===== src/rtl/vga_timing_core.sv =====
// ---------------------------------------------------------------------------
// vga_timing_core
//
// Parametrised VGA raster timing generator. A clock divider produces one
// pixel advance every CLK_DIV clocks while run is high; the raster position
// (x, y) walks the full H_TOTAL x V_TOTAL grid, and sync/active/strobe
// outputs are decoded from the *next* position so every output register
// changes on the same clock edge as x/y.
//
// Ports:
//   clk         in   system clock
//   rst_n       in   asynchronous active-low reset (release is synchronous
//                    to clk at the system level)
//   run         in   1 = timing advances, 0 = everything freezes
//   hs          out  horizontal sync, asserted level = HS_POL
//   vs          out  vertical sync, asserted level = VS_POL
//   x           out  current column, 0..H_TOTAL-1
//   y           out  current row, 0..V_TOTAL-1
//   active      out  1 inside the visible area
//   pix_tick    out  one-clock pulse on each pixel advance
//   line_start  out  1 while x==0
//   frame_start out  1 while x==0 and y==0
//   frame_cnt   out  frames started since reset, wraps modulo 2^FW
// ---------------------------------------------------------------------------
module vga_timing_core #(
  parameter int H_ACTIVE = 640,
  parameter int H_FP     = 16,
  parameter int H_SYNC   = 96,
  parameter int H_BP     = 48,
  parameter int V_ACTIVE = 480,
  parameter int V_FP     = 10,
  parameter int V_SYNC   = 2,
  parameter int V_BP     = 33,
  parameter bit HS_POL   = 1'b0,
  parameter bit VS_POL   = 1'b0,
  parameter int CLK_DIV  = 1,
  parameter int XW       = 10,
  parameter int YW       = 10,
  parameter int FW       = 8
) (
  input  logic          clk,
  input  logic          rst_n,
  input  logic          run,
  output logic          hs,
  output logic          vs,
  output logic [XW-1:0] x,
  output logic [YW-1:0] y,
  output logic          active,
  output logic          pix_tick,
  output logic          line_start,
  output logic          frame_start,
  output logic [FW-1:0] frame_cnt
);

  localparam int H_TOTAL  = H_ACTIVE + H_FP + H_SYNC + H_BP;
  localparam int V_TOTAL  = V_ACTIVE + V_FP + V_SYNC + V_BP;
  localparam int HS_START = H_ACTIVE + H_FP;
  localparam int HS_END   = H_ACTIVE + H_FP + H_SYNC;
  localparam int VS_START = V_ACTIVE + V_FP;
  localparam int VS_END   = V_ACTIVE + V_FP + V_SYNC;
  localparam int DW       = (CLK_DIV > 1) ? $clog2(CLK_DIV) : 1;

  localparam logic [DW-1:0] DIV_LAST = DW'(CLK_DIV - 1);
  localparam logic [XW-1:0] X_LAST   = XW'(H_TOTAL - 1);
  localparam logic [YW-1:0] Y_LAST   = YW'(V_TOTAL - 1);

  // Elaboration-time sanity checks on the parameter set.
  if (CLK_DIV < 1) begin : g_bad_div
    $error("vga_timing_core: CLK_DIV must be >= 1");
  end
  if (H_TOTAL > (1 << XW)) begin : g_bad_xw
    $error("vga_timing_core: XW too small for H_TOTAL-1");
  end
  if (V_TOTAL > (1 << YW)) begin : g_bad_yw
    $error("vga_timing_core: YW too small for V_TOTAL-1");
  end

  logic [DW-1:0] div_q, div_d;
  logic [XW-1:0] x_q, x_d;
  logic [YW-1:0] y_q, y_d;
  logic [FW-1:0] frame_cnt_q, frame_cnt_d;
  logic          hs_q, hs_d;
  logic          vs_q, vs_d;
  logic          active_q, active_d;
  logic          pix_tick_q, pix_tick_d;
  logic          line_start_q, line_start_d;
  logic          frame_start_q, frame_start_d;

  logic          in_hs;
  logic          in_vs;

  always_comb begin
    div_d       = div_q;
    x_d         = x_q;
    y_d         = y_q;
    frame_cnt_d = frame_cnt_q;
    pix_tick_d  = 1'b0;

    if (run) begin
      if (div_q == DIV_LAST) begin
        div_d      = '0;
        pix_tick_d = 1'b1;
      end else begin
        div_d = div_q + 1'b1;
      end
    end

    // Advance the raster; the wrap to (0,0) is where a new frame starts,
    // so the frame counter bumps on the same edge frame_start rises.
    if (pix_tick_d) begin
      if (x_q == X_LAST) begin
        x_d = '0;
        if (y_q == Y_LAST) begin
          y_d         = '0;
          frame_cnt_d = frame_cnt_q + 1'b1;
        end else begin
          y_d = y_q + 1'b1;
        end
      end else begin
        x_d = x_q + 1'b1;
      end
    end

    // Decode from the next position so the registered outputs line up
    // with x/y. While frozen x_d/y_d equal the current position, so the
    // decoded outputs hold naturally.
    in_hs         = (int'(x_d) >= HS_START) && (int'(x_d) < HS_END);
    in_vs         = (int'(y_d) >= VS_START) && (int'(y_d) < VS_END);
    hs_d          = in_hs ? HS_POL : ~HS_POL;
    vs_d          = in_vs ? VS_POL : ~VS_POL;
    active_d      = (int'(x_d) < H_ACTIVE) && (int'(y_d) < V_ACTIVE);
    line_start_d  = (x_d == '0);
    frame_start_d = (x_d == '0) && (y_d == '0);
  end

  always_ff @(posedge clk or negedge rst_n) begin
    if (!rst_n) begin
      div_q         <= '0;
      x_q           <= X_LAST;
      y_q           <= Y_LAST;
      frame_cnt_q   <= '0;
      hs_q          <= ~HS_POL;
      vs_q          <= ~VS_POL;
      active_q      <= 1'b0;
      pix_tick_q    <= 1'b0;
      line_start_q  <= 1'b0;
      frame_start_q <= 1'b0;
    end else begin
      div_q         <= div_d;
      x_q           <= x_d;
      y_q           <= y_d;
      frame_cnt_q   <= frame_cnt_d;
      hs_q          <= hs_d;
      vs_q          <= vs_d;
      active_q      <= active_d;
      pix_tick_q    <= pix_tick_d;
      line_start_q  <= line_start_d;
      frame_start_q <= frame_start_d;
    end
  end

  assign hs          = hs_q;
  assign vs          = vs_q;
  assign x           = x_q;
  assign y           = y_q;
  assign active      = active_q;
  assign pix_tick    = pix_tick_q;
  assign line_start  = line_start_q;
  assign frame_start = frame_start_q;
  assign frame_cnt   = frame_cnt_q;

endmodule

===== config.mk =====
export PLATFORM = sky130hd
export DESIGN_NAME = vga_timing_core
export DESIGN_NICKNAME = d
export VERILOG_FILES = /design/src/rtl/vga_timing_core.sv
export SDC_FILE = /design/constraint.sdc
export NUM_CORES = 1
export LEC_CHECK = 0
export CORE_ASPECT_RATIO = 1.4
export CORE_UTILIZATION = 50
export DETAILED_ROUTE_END_ITERATION = 10
export GPL_TIMING_DRIVEN = 0
export PLACE_DENSITY = 0.79
export SYNTH_ARGS = -nofsm -noshare
export SYNTH_HDL_FRONTEND = slang
export SYNTH_SLANG_ARGS = --single-unit

===== constraint.sdc =====
create_clock -name clk -period 4.1 [get_ports clk]
set_input_delay 1.025 -clock clk [delete_from_list [all_inputs] [get_ports clk]]
set_output_delay 1.025 -clock clk [all_outputs]
set_load 0.005 [all_outputs]

=== Word level (Yosys, flattened, before mapping) ===
Index checks and enable logic that the tools add are counted.
W data, S select, Z words.

* Output and inout bits: 34
* Bits of input ports: 3
* Bits in registers: 35
* Logic and storage cells: 39

* Mux-type cells: 10
* Eq/ne operators: 2
* Reduce and logical (&&, ||, !) cells: 7
* Magnitude comparators: 6
* Add/subtract/negate cells: 4

{| class="wikitable"
|+ Operators by type and width
! cell !! number
|-
| $mux W10 || 5
|-
| $add A10 B1 Y10 const B || 2
|-
| $eq A10 B10 Y1 const B || 2
|-
| $logic_not A10 Y1 || 2
|-
| $lt A10 B10 Y1 const B || 2
|-
| $lt A10 B9 Y1 const B || 2
|-
| $ge A10 B10 Y1 const B || 1
|-
| $ge A10 B9 Y1 const B || 1
|-
| $add A8 B1 Y8 const B || 1
|-
| $mux W1 || 5
|-
| $logic_and A1 B1 Y1 || 4
|-
| $reduce_and A3 Y1 || 1
|-
| $add A1 B1 Y1 const B || 1
|}

=== Depth between registers and ports, before layout ===
Gate-level depths: netlist of run 1.

* Word-level depth: 7
* Mapped depth: 9
* Depth with buffers taken out: 8

=== Worst setup path before layout of run 1 ===
Ideal clock, no wire load.

* Kind: register to register
* From: register x_q[0] (netlist: x[0])
* To: register vs_q (netlist: vs)
* Buffers on the path: 1
* Data required time: 4.006 ns
* Path slack: 0.931 ns
* Setup time: 0.094 ns
* Stages on the path, launching flop included: 9
* Clock period less this slack: 3.169 ns
* Arrival time: 3.075 ns
* Cells stage by stage: dfstp_2 -> ha_1 -> or4b_1 -> buf_2 -> or4_4 -> or4_4 -> a22oi_1 -> nand4_1 -> or4b_1

* Word-level cells in the longest chain between the ends: 6
* Elaborated cells on any way between the ends: 7
* Classes of those cells: 2 x order compare; 1 x eq/ne; 3 x mux; 1 x reduce/logical

{| class="wikitable"
|+ RTL lines
! element !! RTL line !! RTL
|-
| from (decl) || 79 || <nowiki>logic [XW-1:0] x_q, x_d;</nowiki>
|-
| from (signal assigned) || 139 || <nowiki>x_q <= X_LAST;</nowiki>
|-
| from (signal assigned) || 150 || <nowiki>x_q <= x_d;</nowiki>
|-
| $eq A10 B10 Y1 * || 111 || <nowiki>if (x_q == X_LAST) begin</nowiki>
|-
| $mux W10 * || 111 ||
|-
| $mux W10 * || 110 || <nowiki>if (pix_tick_d) begin</nowiki>
|-
| $ge A10 B9 Y1 / $lt A10 B9 Y1 (equally long branches) || 128 || <nowiki>in_vs = (int'(y_d) >= VS_START) && (int'(y_d) < VS_END);</nowiki>
|-
| $logic_and A1 B1 Y1 * || 128 ||
|-
| $mux W1 * || 130 || <nowiki>vs_d = in_vs ? VS_POL : ~VS_POL;</nowiki>
|-
| named net vs_d || 83 || <nowiki>logic vs_q, vs_d;</nowiki>
|-
| to (signal assigned) || 143 || <nowiki>vs_q <= ~VS_POL;</nowiki>
|-
| to (signal assigned) || 154 || <nowiki>vs_q <= vs_d;</nowiki>
|-
| to (decl) || 83 ||
|}

Mark *: on every way through the listed nets, which the timed path passes. The rest lies on a longest branch.
A chain may end at the register's enable or synchronous reset.

=== Worst setup path after layout of run 1 ===
* From: input port run
* To: register frame_cnt_q[7] (netlist: frame_cnt[7])

* Word-level cells in the longest chain between the ends: 2

{| class="wikitable"
|+ RTL lines
! element !! RTL line !! RTL
|-
| from (decl) || 43 || <nowiki>input logic run,</nowiki>
|-
| $mux W1 || 99 || <nowiki>if (run) begin</nowiki>
|-
| $reduce_and A3 Y1 (no line) || n/a ||
|-
| to (signal assigned) || 152 || <nowiki>frame_cnt_q <= frame_cnt_d;</nowiki>
|-
| to (decl) || 81 || <nowiki>logic [FW-1:0] frame_cnt_q, frame_cnt_d;</nowiki>
|}

No other way between the ends.

==> results.ini, run 1 <==
[outcome]
outcome=completed

[synthesis]
synthXorXnorAreaFrac=0.09486
synth_top_cell_by_area=dfrtp_1
synth-adder-area-share=0.02853
synth_fp_nets=178
synth_compound_area_frac=0.08916
synth_mux_area_frac=0.02496
synth_top_family_by_area=simple AND/OR/NAND/NOR gates
synth-simple-area-share=0.2447
ys_ff_latch=34
avgSynthCellArea_um2=10.26
synth_warnings=0
synth_seq_area_share=0.4936
synth_area_mm2=0.001754
synth_area_leaders=dfrtp_1, dfstp_2, xnor2_1
syn_inst=171
netlist.area_leader.share=0.3138
synthDistinctLibCells=40

[global_route]
overflow=0
antenna_found_initial=0
grt_pass1_vias=1476
grt.busiest_layer=met2
grt_pass1_wl_um=6831
use_met2=0.4074
grt_max_degree=35
grt_util_all_layers=0.2459
grt_util_met3=0.05451
met1_usage=0.2964

[clock_tree]
clock_path_buffers=2
clock_latency_ns=0.28
cts_buffers=5
hold_buffers=0
cts.clk_slew.worst_paths_ns=0.07
cts_setup_buffers=0
cts_tree=built
cts_max_level=2
cts_resized=0
numClockSinks=34
cts_root_buffer=clkbuf_8

[critical_path]
crit_path_start_kind=input port
cp_max_fo=10
path_buf_inv=3
cp_top_family=simple AND/OR/NAND/NOR gates
crit_slowest_cell=clkdlybuf4s50_1
cp-end-kind=register
critPathKind=in2reg
worst_ep_arrival_time_ns=3.78
slowest_delay_ns=0.60
worstPathRequired_ns=4.31
path_cells=clkdlybuf4s50_1, nand4_1, clkbuf_1, or3_2, nor3_1, clkbuf_1, nand4_1, nor2_1, xor2_1

[power_and_ir_drop]
vdd_drop_max_mv=0.3271
powerDensity_mw_per_mm2=376.4
power.leakage_nw=0.9320

[floorplanning]
core_mm2=0.003378
die_w_um=52.06
io_pins=37
die_area_mm2=0.003753
die_h_um=72.09
initial_core_util=0.5193
num_rows=25

[timing]
final-hold-violation-count=0
setup_violations=0
totalNegativeSetupSlack_ns=0
max-slew-margin-rel=0.5037
slew_violations=0
rsz0062_at_grt=false
post-route-min-period_ns=3.577
fin_skew_ns=0.007015
worstMarginPinSlew_ns=0.7445
min_period_over_period=0.8723
fmax_ghz=0.2796
worst_slack_ns=0.5235

[layout]
drive_gt1_frac=0.1349
layout_common_cells=clkdlybuf4s50_1, dfrtp_1, nand2_1
n_antenna_cell=0
fin_nets=221
area_growth_syn_to_layout_pct=28.32
fillers=292
final_common_cell=clkdlybuf4s50_1

[placement]
hpwl_um=3062
portBuffers=36
gp_congestion=0.9008
dp_slack_ns=0.1630

[route]
drcViolationCount=0
drt_wl_total_um=4109
ant_nets=0
vias_per_cell=6.027
dr.pass1.iters=4
routedWlPerCell_um=16.11
drtIter0Drc=59
vias=1537

[hold_path]
hold_class=reg2reg

[job]
drv_cap=0

path summary, 6_finish.rpt:
| kind | end | slack (ns) | startpoint | cells after the start |
|---|---|---|---|---|
| max in group asynchronous | x[5]$_DFF_PN0_ | 2.82 | rst_n | 1 |
| worst min register to register | frame_cnt[7]$_DFFE_PN0P_ | 0.49 | frame_cnt[7]$_DFFE_PN0P_ | 1 |
| worst max-delay path | frame_cnt[7]$_DFFE_PN0P_ | 0.52 | run | 9 |
| min in group asynchronous | frame_cnt[4]$_DFFE_PN0P_ | 0.80 | rst_n | 1 |
| worst min-delay path | frame_cnt[7]$_DFFE_PN0P_ | 0.49 | frame_cnt[7]$_DFFE_PN0P_ | 1 |
| worst max register to register | vs$_DFF_PN1_ | 0.69 | x[1]$_DFF_PN1_ | 8 |
final cells by class:
cell class	count	area, um2	share of cell area
Multi-Input combinational cell	126	845.8	0.3758
Tap cell	40	50.05	0.02223
Sequential cell	34	865.8	0.3847
Clock buffer	7	86.33	0.03835
Buffer	4	16.27	0.007226
Inverter	7	26.28	0.01167
Clock inverter	1	5.005	0.002223
Timing Repair Buffer	36	355.3	0.1579
sequential cells by signal (all words and copies together), names as in the netlist:
name         flops
x               10
line_start       1
hs               1
frame_cnt        8
frame_start      1
y               10
pix_tick         1
active           1
vs               1
synthesized netlist by cell type:
| cell | number |
|---|---|
| dfrtp_1 | 22 |
| nand2_1 | 18 |
| nor2_1 | 15 |
| dfstp_2 | 12 |
| xnor2_1 | 12 |
| nand4_1 | 9 |
| inv_1 | 7 |
| o21ai_0 | 7 |
| xor2_1 | 7 |
| nor3_1 | 6 |
| and3_1 | 5 |
| ha_1 | 4 |
| nand3_1 | 4 |
| a211oi_1 | 3 |
| and4_1 | 3 |
| clkbuf_1 | 3 |
| mux2_2 | 3 |
| nor4_1 | 3 |
| a21oi_1 | 2 |
| nand4b_1 | 2 |
| o31a_1 | 2 |
| o31ai_1 | 2 |
| or4_4 | 2 |
| or4b_1 | 2 |
| a22o_1 | 1 |
| a22oi_1 | 1 |
| a311oi_1 | 1 |
| a31oi_1 | 1 |
| a41oi_1 | 1 |
| and3b_2 | 1 |
| and4_2 | 1 |
| and4b_1 | 1 |
| buf_2 | 1 |
| mux2i_1 | 1 |
| nand3b_1 | 1 |
| nand4bb_1 | 1 |
| o21a_1 | 1 |
| o41ai_1 | 1 |
| or3_1 | 1 |
| or3_2 | 1 |
kinds of logic after synthesis:
family	count (synthesis)
muxes	4
xor gates and xnor gates	19
DFF	34
and+or+nand+nor	76
buffers and inverters	11
AOI/OAI and AO/OA	23
adders and majority gates	4
per-layer routing:
metal | wire length (um) | share of wire | up-vias
met1 | 1727 | 0.42 | 757
met3 | 164 | 0.040 | 17
met2 | 2080 | 0.51 | 59
li1 | - | - | 704
met4 | 138 | 0.034 | 0
met5 | 0 | 0 | -
stage by stage:
step | util | total power [mW] | cells | area, um2 | hold slack [ns]
2_1_floorplan | - | 0.5041 | 171 | 1754 | 0.4647
3_3_place_gp | 0.6407 | 0.5922 | 247 | 2165 | 0.4612
3_5_place_dp | 0.6393 | 0.5958 | 247 | 2160 | 0.4905
4_1_cts | 0.6663 | 0.8531 | 255 | 2251 | 0.5025
5_1_grt | 0.6663 | 0.8937 | 255 | 2251 | 0.5107
6_report | 0.6663 | 0.8473 | 255 | 2251 | 0.4918
power breakdown:
part / internal [mW] / total, mW / switching (mW) / leakage [nW]
clock: 0.135 / 0.255 / 0.119 / 0.0482
combinational: 0.0890 / 0.168 / 0.0794 / 0.470
sequential: 0.380 / 0.424 / 0.0443 / 0.414
total: 0.604 / 0.847 / 0.243 / 0.932
Note: power is estimated with default switching activity, not from simulation.
==> run 2, diff against run 1 <==
==> constraint.sdc (replaced) <==
create_clock -name clk -period 4 [get_ports clk]
set_input_delay 1 -clock clk [delete_from_list [all_inputs] [get_ports clk]]
set_output_delay 1 -clock clk [all_outputs]
set_load 0.005 [all_outputs]
==> results of run 2 <==
The final DEF is identical to that of run 1. Status: completed.
Main changes from that run: setup slack after placement 0.1630 ns -> 0.08801 ns; setup slack after layout 0.5235 ns -> 0.4485 ns; register-to-register setup slack 0.69 ns -> 0.59 ns; total power 0.8473 mW -> 0.8685 mW; worst IR drop on VDD 0.3271 mV -> 0.3353 mV
